===== config.mk =====
export PLATFORM = sky130hd
export DESIGN_NAME = restoring_divider
export DESIGN_NICKNAME = d
export VERILOG_FILES = /design/src/rtl/restoring_divider.sv
export SDC_FILE = /design/constraint.sdc
export NUM_CORES = 1
export LEC_CHECK = 0
export CAP_MARGIN = 20
export CELL_PAD_IN_SITES_DETAIL_PLACEMENT = 0
export CELL_PAD_IN_SITES_GLOBAL_PLACEMENT = 1
export CORE_UTILIZATION = 45
export CTS_CLUSTER_SIZE = 16
export DETAILED_ROUTE_END_ITERATION = 6
export GPL_TIMING_DRIVEN = 0
export PLACE_DENSITY = 0.94
export SETUP_SLACK_MARGIN = 0.05
export SYNTH_ARGS = -nofsm -noshare
export SYNTH_HDL_FRONTEND = slang
export SYNTH_SLANG_ARGS = --single-unit
export TNS_END_PERCENT = 50

===== constraint.sdc =====
create_clock -name clk -period 4.9 [get_ports clk]
set_clock_uncertainty 0.05 [all_clocks]
set_input_delay 0.735 -clock clk [delete_from_list [all_inputs] [get_ports clk]]
set_output_delay 0.735 -clock clk [all_outputs]
set_load 0.03 [all_outputs]

===== src/rtl/restoring_divider.sv =====
`default_nettype none
// ============================================================================
// Module   : restoring_divider
// Brief    : Sequential shift-subtract divider, one quotient bit per 2 cycles.
//            Define DIV_SIGNED_EN for two's-complement operands and results.
// Revision : 1.0 - initial release
// ============================================================================
module restoring_divider #(
    parameter int WIDTH = 8
) (
    input  logic             clk,
    input  logic             rst_n,
    input  logic             start,
    input  logic [WIDTH-1:0] dividend,
    input  logic [WIDTH-1:0] divisor,
    output logic             busy,
    output logic             done,
    output logic [WIDTH-1:0] quotient,
    output logic [WIDTH-1:0] remainder,
    output logic             div_by_zero
);

    localparam int CNT_W = $clog2(WIDTH) + 1;

    typedef enum logic [2:0] {
        S_IDLE     = 3'd0,
        S_LOAD     = 3'd1,
        S_SHIFT    = 3'd2,
        S_SUBTRACT = 3'd3,
        S_DONE     = 3'd4
    } state_t;

    state_t             state_q, state_d;
    logic [WIDTH:0]     a_q;
    logic [WIDTH-1:0]   q_q;
    logic [WIDTH-1:0]   m_q;
    logic [CNT_W-1:0]   cnt_q;
    logic [WIDTH-1:0]   quot_q;
    logic [WIDTH-1:0]   rem_q;
    logic               dbz_q;

    logic [WIDTH:0]     w_diff;
    logic [WIDTH:0]     w_a_upd;
    logic [WIDTH-1:0]   w_q_upd;
    logic               w_last;
    logic [WIDTH-1:0]   w_mag_dvd;
    logic [WIDTH-1:0]   w_mag_dvs;
    logic [WIDTH-1:0]   w_dbz_rem;
    logic [WIDTH-1:0]   w_quot;
    logic [WIDTH-1:0]   w_rem;

    assign w_diff  = a_q - {1'b0, m_q};
    assign w_q_upd = {q_q[WIDTH-1:1], ~w_diff[WIDTH]};
    assign w_a_upd = w_diff[WIDTH] ? a_q : w_diff;
    assign w_last  = (cnt_q == CNT_W'(1));

`ifdef DIV_SIGNED_EN
    logic sn_q;
    logic sd_q;

    // Iterate on magnitudes; signs are reapplied only when results are written.
    assign w_mag_dvd = dividend[WIDTH-1] ? -dividend : dividend;
    assign w_mag_dvs = divisor[WIDTH-1]  ? -divisor  : divisor;
    assign w_dbz_rem = sn_q ? -q_q : q_q;
    assign w_quot    = (sn_q ^ sd_q) ? -w_q_upd : w_q_upd;
    assign w_rem     = sn_q ? -w_a_upd[WIDTH-1:0] : w_a_upd[WIDTH-1:0];

    always_ff @(posedge clk or negedge rst_n) begin
        if (!rst_n) begin
            sn_q <= 1'b0;
            sd_q <= 1'b0;
        end else if (state_q == S_IDLE && start) begin
            sn_q <= dividend[WIDTH-1];
            sd_q <= divisor[WIDTH-1];
        end
    end
`else
    assign w_mag_dvd = dividend;
    assign w_mag_dvs = divisor;
    assign w_dbz_rem = q_q;
    assign w_quot    = w_q_upd;
    assign w_rem     = w_a_upd[WIDTH-1:0];
`endif

    always_ff @(posedge clk or negedge rst_n) begin
        if (!rst_n) begin
            state_q <= S_IDLE;
        end else begin
            state_q <= state_d;
        end
    end

    always_comb begin
        state_d = state_q;
        busy    = 1'b1;
        done    = 1'b0;
        case (state_q)
            S_IDLE: begin
                busy = 1'b0;
                if (start) begin
                    state_d = S_LOAD;
                end
            end
            S_LOAD:     state_d = (m_q == '0) ? S_DONE : S_SHIFT;
            S_SHIFT:    state_d = S_SUBTRACT;
            S_SUBTRACT: state_d = w_last ? S_DONE : S_SHIFT;
            S_DONE: begin
                done    = 1'b1;
                state_d = S_IDLE;
            end
            default:    state_d = S_IDLE;
        endcase
    end

    always_ff @(posedge clk or negedge rst_n) begin
        if (!rst_n) begin
            a_q    <= '0;
            q_q    <= '0;
            m_q    <= '0;
            cnt_q  <= '0;
            quot_q <= '0;
            rem_q  <= '0;
            dbz_q  <= 1'b0;
        end else begin
            case (state_q)
                S_IDLE: begin
                    if (start) begin
                        q_q <= w_mag_dvd;
                        m_q <= w_mag_dvs;
                    end
                end
                S_LOAD: begin
                    a_q   <= '0;
                    cnt_q <= CNT_W'(WIDTH);
                    if (m_q == '0) begin
                        quot_q <= '1;
                        rem_q  <= w_dbz_rem;
                        dbz_q  <= 1'b1;
                    end
                end
                S_SHIFT: begin
                    a_q <= {a_q[WIDTH-1:0], q_q[WIDTH-1]};
                    q_q <= {q_q[WIDTH-2:0], 1'b0};
                end
                S_SUBTRACT: begin
                    a_q   <= w_a_upd;
                    q_q   <= w_q_upd;
                    cnt_q <= cnt_q - CNT_W'(1);
                    if (w_last) begin
                        quot_q <= w_quot;
                        rem_q  <= w_rem;
                        dbz_q  <= 1'b0;
                    end
                end
                default: ;
            endcase
        end
    end

    assign quotient    = quot_q;
    assign remainder   = rem_q;
    assign div_by_zero = dbz_q;

endmodule
`default_nettype wire


# Yosys cells after proc, flatten, opt, wreduce, memory -nomap -nowiden
# Index checks and enable logic that the tools add are counted.
[word_totals]
ff_bits = 49
in_bits = 19
out_inout_bits = 19
word_cells = 54
[classes]
addsub = 2
n_eq_ne = 9
n_mux = 20
bitwise = 2
n_reduce_logical = 11
[ops]
columns = ["operator", "count"]
rows = [
  ["$mux 8", 5],
  ["$pmux 8 s2", 2],
  ["$pmux 9 s3", 1],
  ["$pmux 8 s3", 1],
  ["$pmux 3 s4", 1],
  ["$mux 3", 3],
  ["$mux 9", 1],
  ["$sub 9x8->9", 1],
  ["$logic_not 8->1", 1],
  ["$ne 2x2->1 const B", 4],
  ["$pmux 4 s2", 1],
  ["$eq 3x2->1 const B", 2],
  ["$reduce_and 2->1", 3],
  ["$reduce_and 3->1", 2],
  ["$reduce_bool 3->1", 2],
  ["$eq 4x1->1 const B", 1],
  ["$mux 1", 4],
  ["$reduce_bool 2->1", 2],
  ["$sub 4x1->4 const B", 1],
  ["$eq 3x1->1 const B", 1],
  ["$eq 3x3->1 const B", 1],
  ["$logic_not 3->1", 1],
  ["$not 1->1", 2],
  ["$pmux 1 s2", 1],
]

# Depth between registers and ports, before layout
[logic_depth]
word_depth = 4
ltp_mapped = 11

# Worst setup path after synthesis
# OpenSTA, ideal clock, no wires.
[synth_path]
path_kind = "register -> output"
startpoint = "register state_q[1]"
endpoint = "output port done"
arrival_time_ns = 1.535
t_required_ns = 4.115
path_slack_ns = 2.580
stages_incl_launch_ff = 4
path_cell_list = "dfrtp_1 buf_2 buf_1 nor3b_1"
[synth_between]
elab_chain_cells = 2
[synth_rtl]
columns = ["item", "line", "rtl"]
rows = [
  ["start: declaration", "33", "state_t state_q, state_d;"],
  ["start signal: assignment", "89", "state_q <= state_d;"],
  ["$eq 3x3->1", "97", "case (state_q)"],
  ["$mux 1", "97", ""],
  ["end: declaration", "17", "output logic done,"],
]
# No other way between the ends.

# Final worst setup path
# Ends and elaborated chain as after synthesis.

==> flow_summary_export.csv <==
group,metric,value,unit
timing,rsz0062_at_grt,"no",
yosys,synth_cell_type_count,53,
timing,min_period_over_period,63.4,%
yosys,synth_top_area_share,44.8,%
floorplan,dieArea,6390,um^2
job,max_cap_viol_count,0,
detailed_routing,vias,2371,
yosys,avgSynthCellArea,8.94,um^2
floorplan,pin_count,38,
placed_design,gp_congestion,0.840,
detailed_routing,drt_iter0_drc,142,
yosys,netlist_area,2740,um^2
critical_path,crit_slowest_cell,"clkdlybuf4s50_1",
yosys,synth_top_cell_by_area,"dfrtp_1",
power_and_ir_drop,ir_drop,0.000363,V
yosys,synth_flop_cell,"dfrtp_1",
timing,setup_tns,0,ns
run_status,status,"finished, final reports clean",
detailed_routing,viasPerCell,5.55,
yosys,synthTopCellsByArea,"dfrtp_1 45%, a21oi_1 5.7%, nor2_1 5.2%",
critical_path,slowest_delay,0.73,ns
timing,finalHoldViolCount,0,
clock_network,max-clock-path-buffers,2,
global_route,gr-total-overflow,0,
global_route,grt_pass1_wl,11000,um
final_layout,finalNetCount,381,
critical_path,crit_start,"state_q[1]",
timing,drv_slew,0,
critical_path,critPathRequiredTime,4.12,ns
critical_path,path_cells,"buf_2 -> buf_1 -> nor3b_1 -> clkdlybuf4s50_1",
clock_network,cts_setup_buffers,0,
final_layout,mostFrequentLayoutCells,"49 x dfrtp_1, 38 x nor2_1, 36 x clkdlybuf4s50_1, 31 x a21oi_1, 28 x nand2_1",
detailed_routing,first_pass_iters,4,
timing,fmax,0.322,GHz
detailed_routing,route.detailed.drc,0,
yosys,yosysSeqAreaShare,44.8,%
yosys,synth-edff-count,0,
critical_path,cp_max_fo,10,
clock_network,clk_pin_slew,0.09,ns
global_route,grt_max_degree,40,
critical_path,r2r-start,"a_q[0]",
clock_network,cts-root-buf,"clkbuf_8",
yosys,synth-seq-cells,49,
detailed_routing,postRouteAntennaNets,0,
final_layout,antenna_cells,0,
critical_path,end_kind,"output port",
clock_network,cts_buffers,5,
placed_design,io_buffers,37,
final_layout,syn_to_final_growth,20.7,%
clock_network,cts_tree,"built",
floorplan,die_w,80.0,um
worst_hold_path,holdCritPathClass,"primary input to async pin",
critical_path,crit_type,"flop to output port",
yosys,synth_cells,306,
clock_network,postCtsHoldBufs,0,
critical_path,start_kind,"flop",
clock_network,htreeDepth,2,
detailed_routing,drt_wl_total,6340,um
floorplan,row_count,28,
timing,period_needed,3.10,ns
timing,slew_headroom,49.6,%
global_route,grt_pass1_vias,2326,
placed_design,hpwl,4770,um
yosys,synthArstFlopShare,100,%
clock_network,cts.sinks,49,
power_and_ir_drop,power_density,732,nW/um^2
final_layout,drive_above_1_share,9.38,%
timing,setup_violations,0,
floorplan,die_height,80.0,um
critical_path,arrival,2.32,ns
floorplan,initial_core_util,46.5,%
floorplan,core,5890,um^2
clock_network,clk_latency,0.31,ns
final_layout,layout_commonest_cell,"dfrtp_1",
power_and_ir_drop,leakagePower,1.40,nW
placed_design,place_inst,419,
detailed_routing,wl_per_cell,14.9,um
yosys,synth_nets,336,
timing,worst_pin_slew,0.750,ns
final_layout,fin_cells,427,
yosys,yosysWarnings,0,
global_route,gr-usage-all-layers,22.5,%
clock_network,cts-resized-gates,0,
global_route,antenna_found_initial,0,
## worst paths after layout
check	to	slack [ns]	depth (start not counted)
worst max-delay path	done	1.80	4
worst min-delay path	quotient[6]	0.24	1
worst max register to register	remainder[3]	2.33	10
worst min register to register	div_by_zero	0.44	2
max in group asynchronous	m_q[7]	4.07	2
min in group clk	div_by_zero	0.44	2
## layout make-up
cell class | count | area [um^2]
flip-flops and latches | 49 | 1230
plain buffers | 17 | 93.8
inverters | 18 | 67.6
clock inverters | 2 | 15.0
multi-input cells | 222 | 1350
fillers | 542 | 2580
clock buffers | 6 | 72.6
well taps | 75 | 93.8
repair buffers | 38 | 385
## critical path, delay by kind of cell (launching register included)
family                 cells  cell delay [ns]
flip-flops                 1             0.46
AND/OR/NAND/NOR            1             0.34
buffers and inverters      3             1.21
## logic make-up after synthesis
family / after synthesis / synth area share [%]
AOI/OAI and AO/OA: 103 / 23.9
xor gates and xnor gates: 4 / 1.28
adders and majority gates: 11 / 5.31
buffers and inverters: 35 / 5.90
DFF: 49 / 44.8
muxes: 4 / 1.74
and+or+nand+nor: 100 / 17.1
## power by group
part           leakage (nW)  switching [mW]  internal, mW
clock                0.0374           0.140         0.101
combinational         0.769           0.837         0.593
sequential            0.593           0.150         0.596
total                  1.40            1.13          1.29
## per-stage QoR
stage	setup WS (ns)	hold WS (ns)	cell area (um^2)	total power, mW	util [%]
finish	1.80	0.238	3300	2.42	56.1
global route	1.64	0.239	3300	2.63	56.1
global placement	1.58	0.414	3200	2.13	54.4
detailed placement	2.15	0.421	3210	2.17	54.6
floorplan	2.58	0.389	2740	1.76	-
CTS	1.81	0.240	3300	2.42	56.1
## layer usage
| layer | vias to the layer above | GRT usage [%] | part of all wire [%] |
|---|---|---|---|
| met4 | 0 | 7.32 | 1.1 |
| met2 | 42 | 35.3 | 48 |
| met3 | 6 | 4.00 | 3.1 |
| met5 | - | 0 | 0 |
| met1 | 1162 | 31.5 | 48 |
| li1 | 1161 | - | - |
## flip-flops by register name (all words and copies together), names as in the netlist
name and cells:
state_q 3, q_q 8, quotient 8, a_q 9, cnt_q 4, remainder 8
div_by_zero 1, m_q 8
## cells in the mapped netlist (all sizes together), types with 2 or more instances
cell type and instances:
a21o 2, nor2b 8, a221o 2, xor2 3, mux2 3, nor4 2, o22ai 4, nand3 7
o211ai 7, o21a 2, or3 2, nor3 4, nand3b 2, inv 18, ha 10, nor2 40
buf 12, nand2 29, a22oi 7, a2bb2oi 2, a31oi 9, clkbuf 5, nor3b 3, dfrtp 49
o21ai 27, a21oi 33
Note: power is estimated with default switching activity, not from simulation.
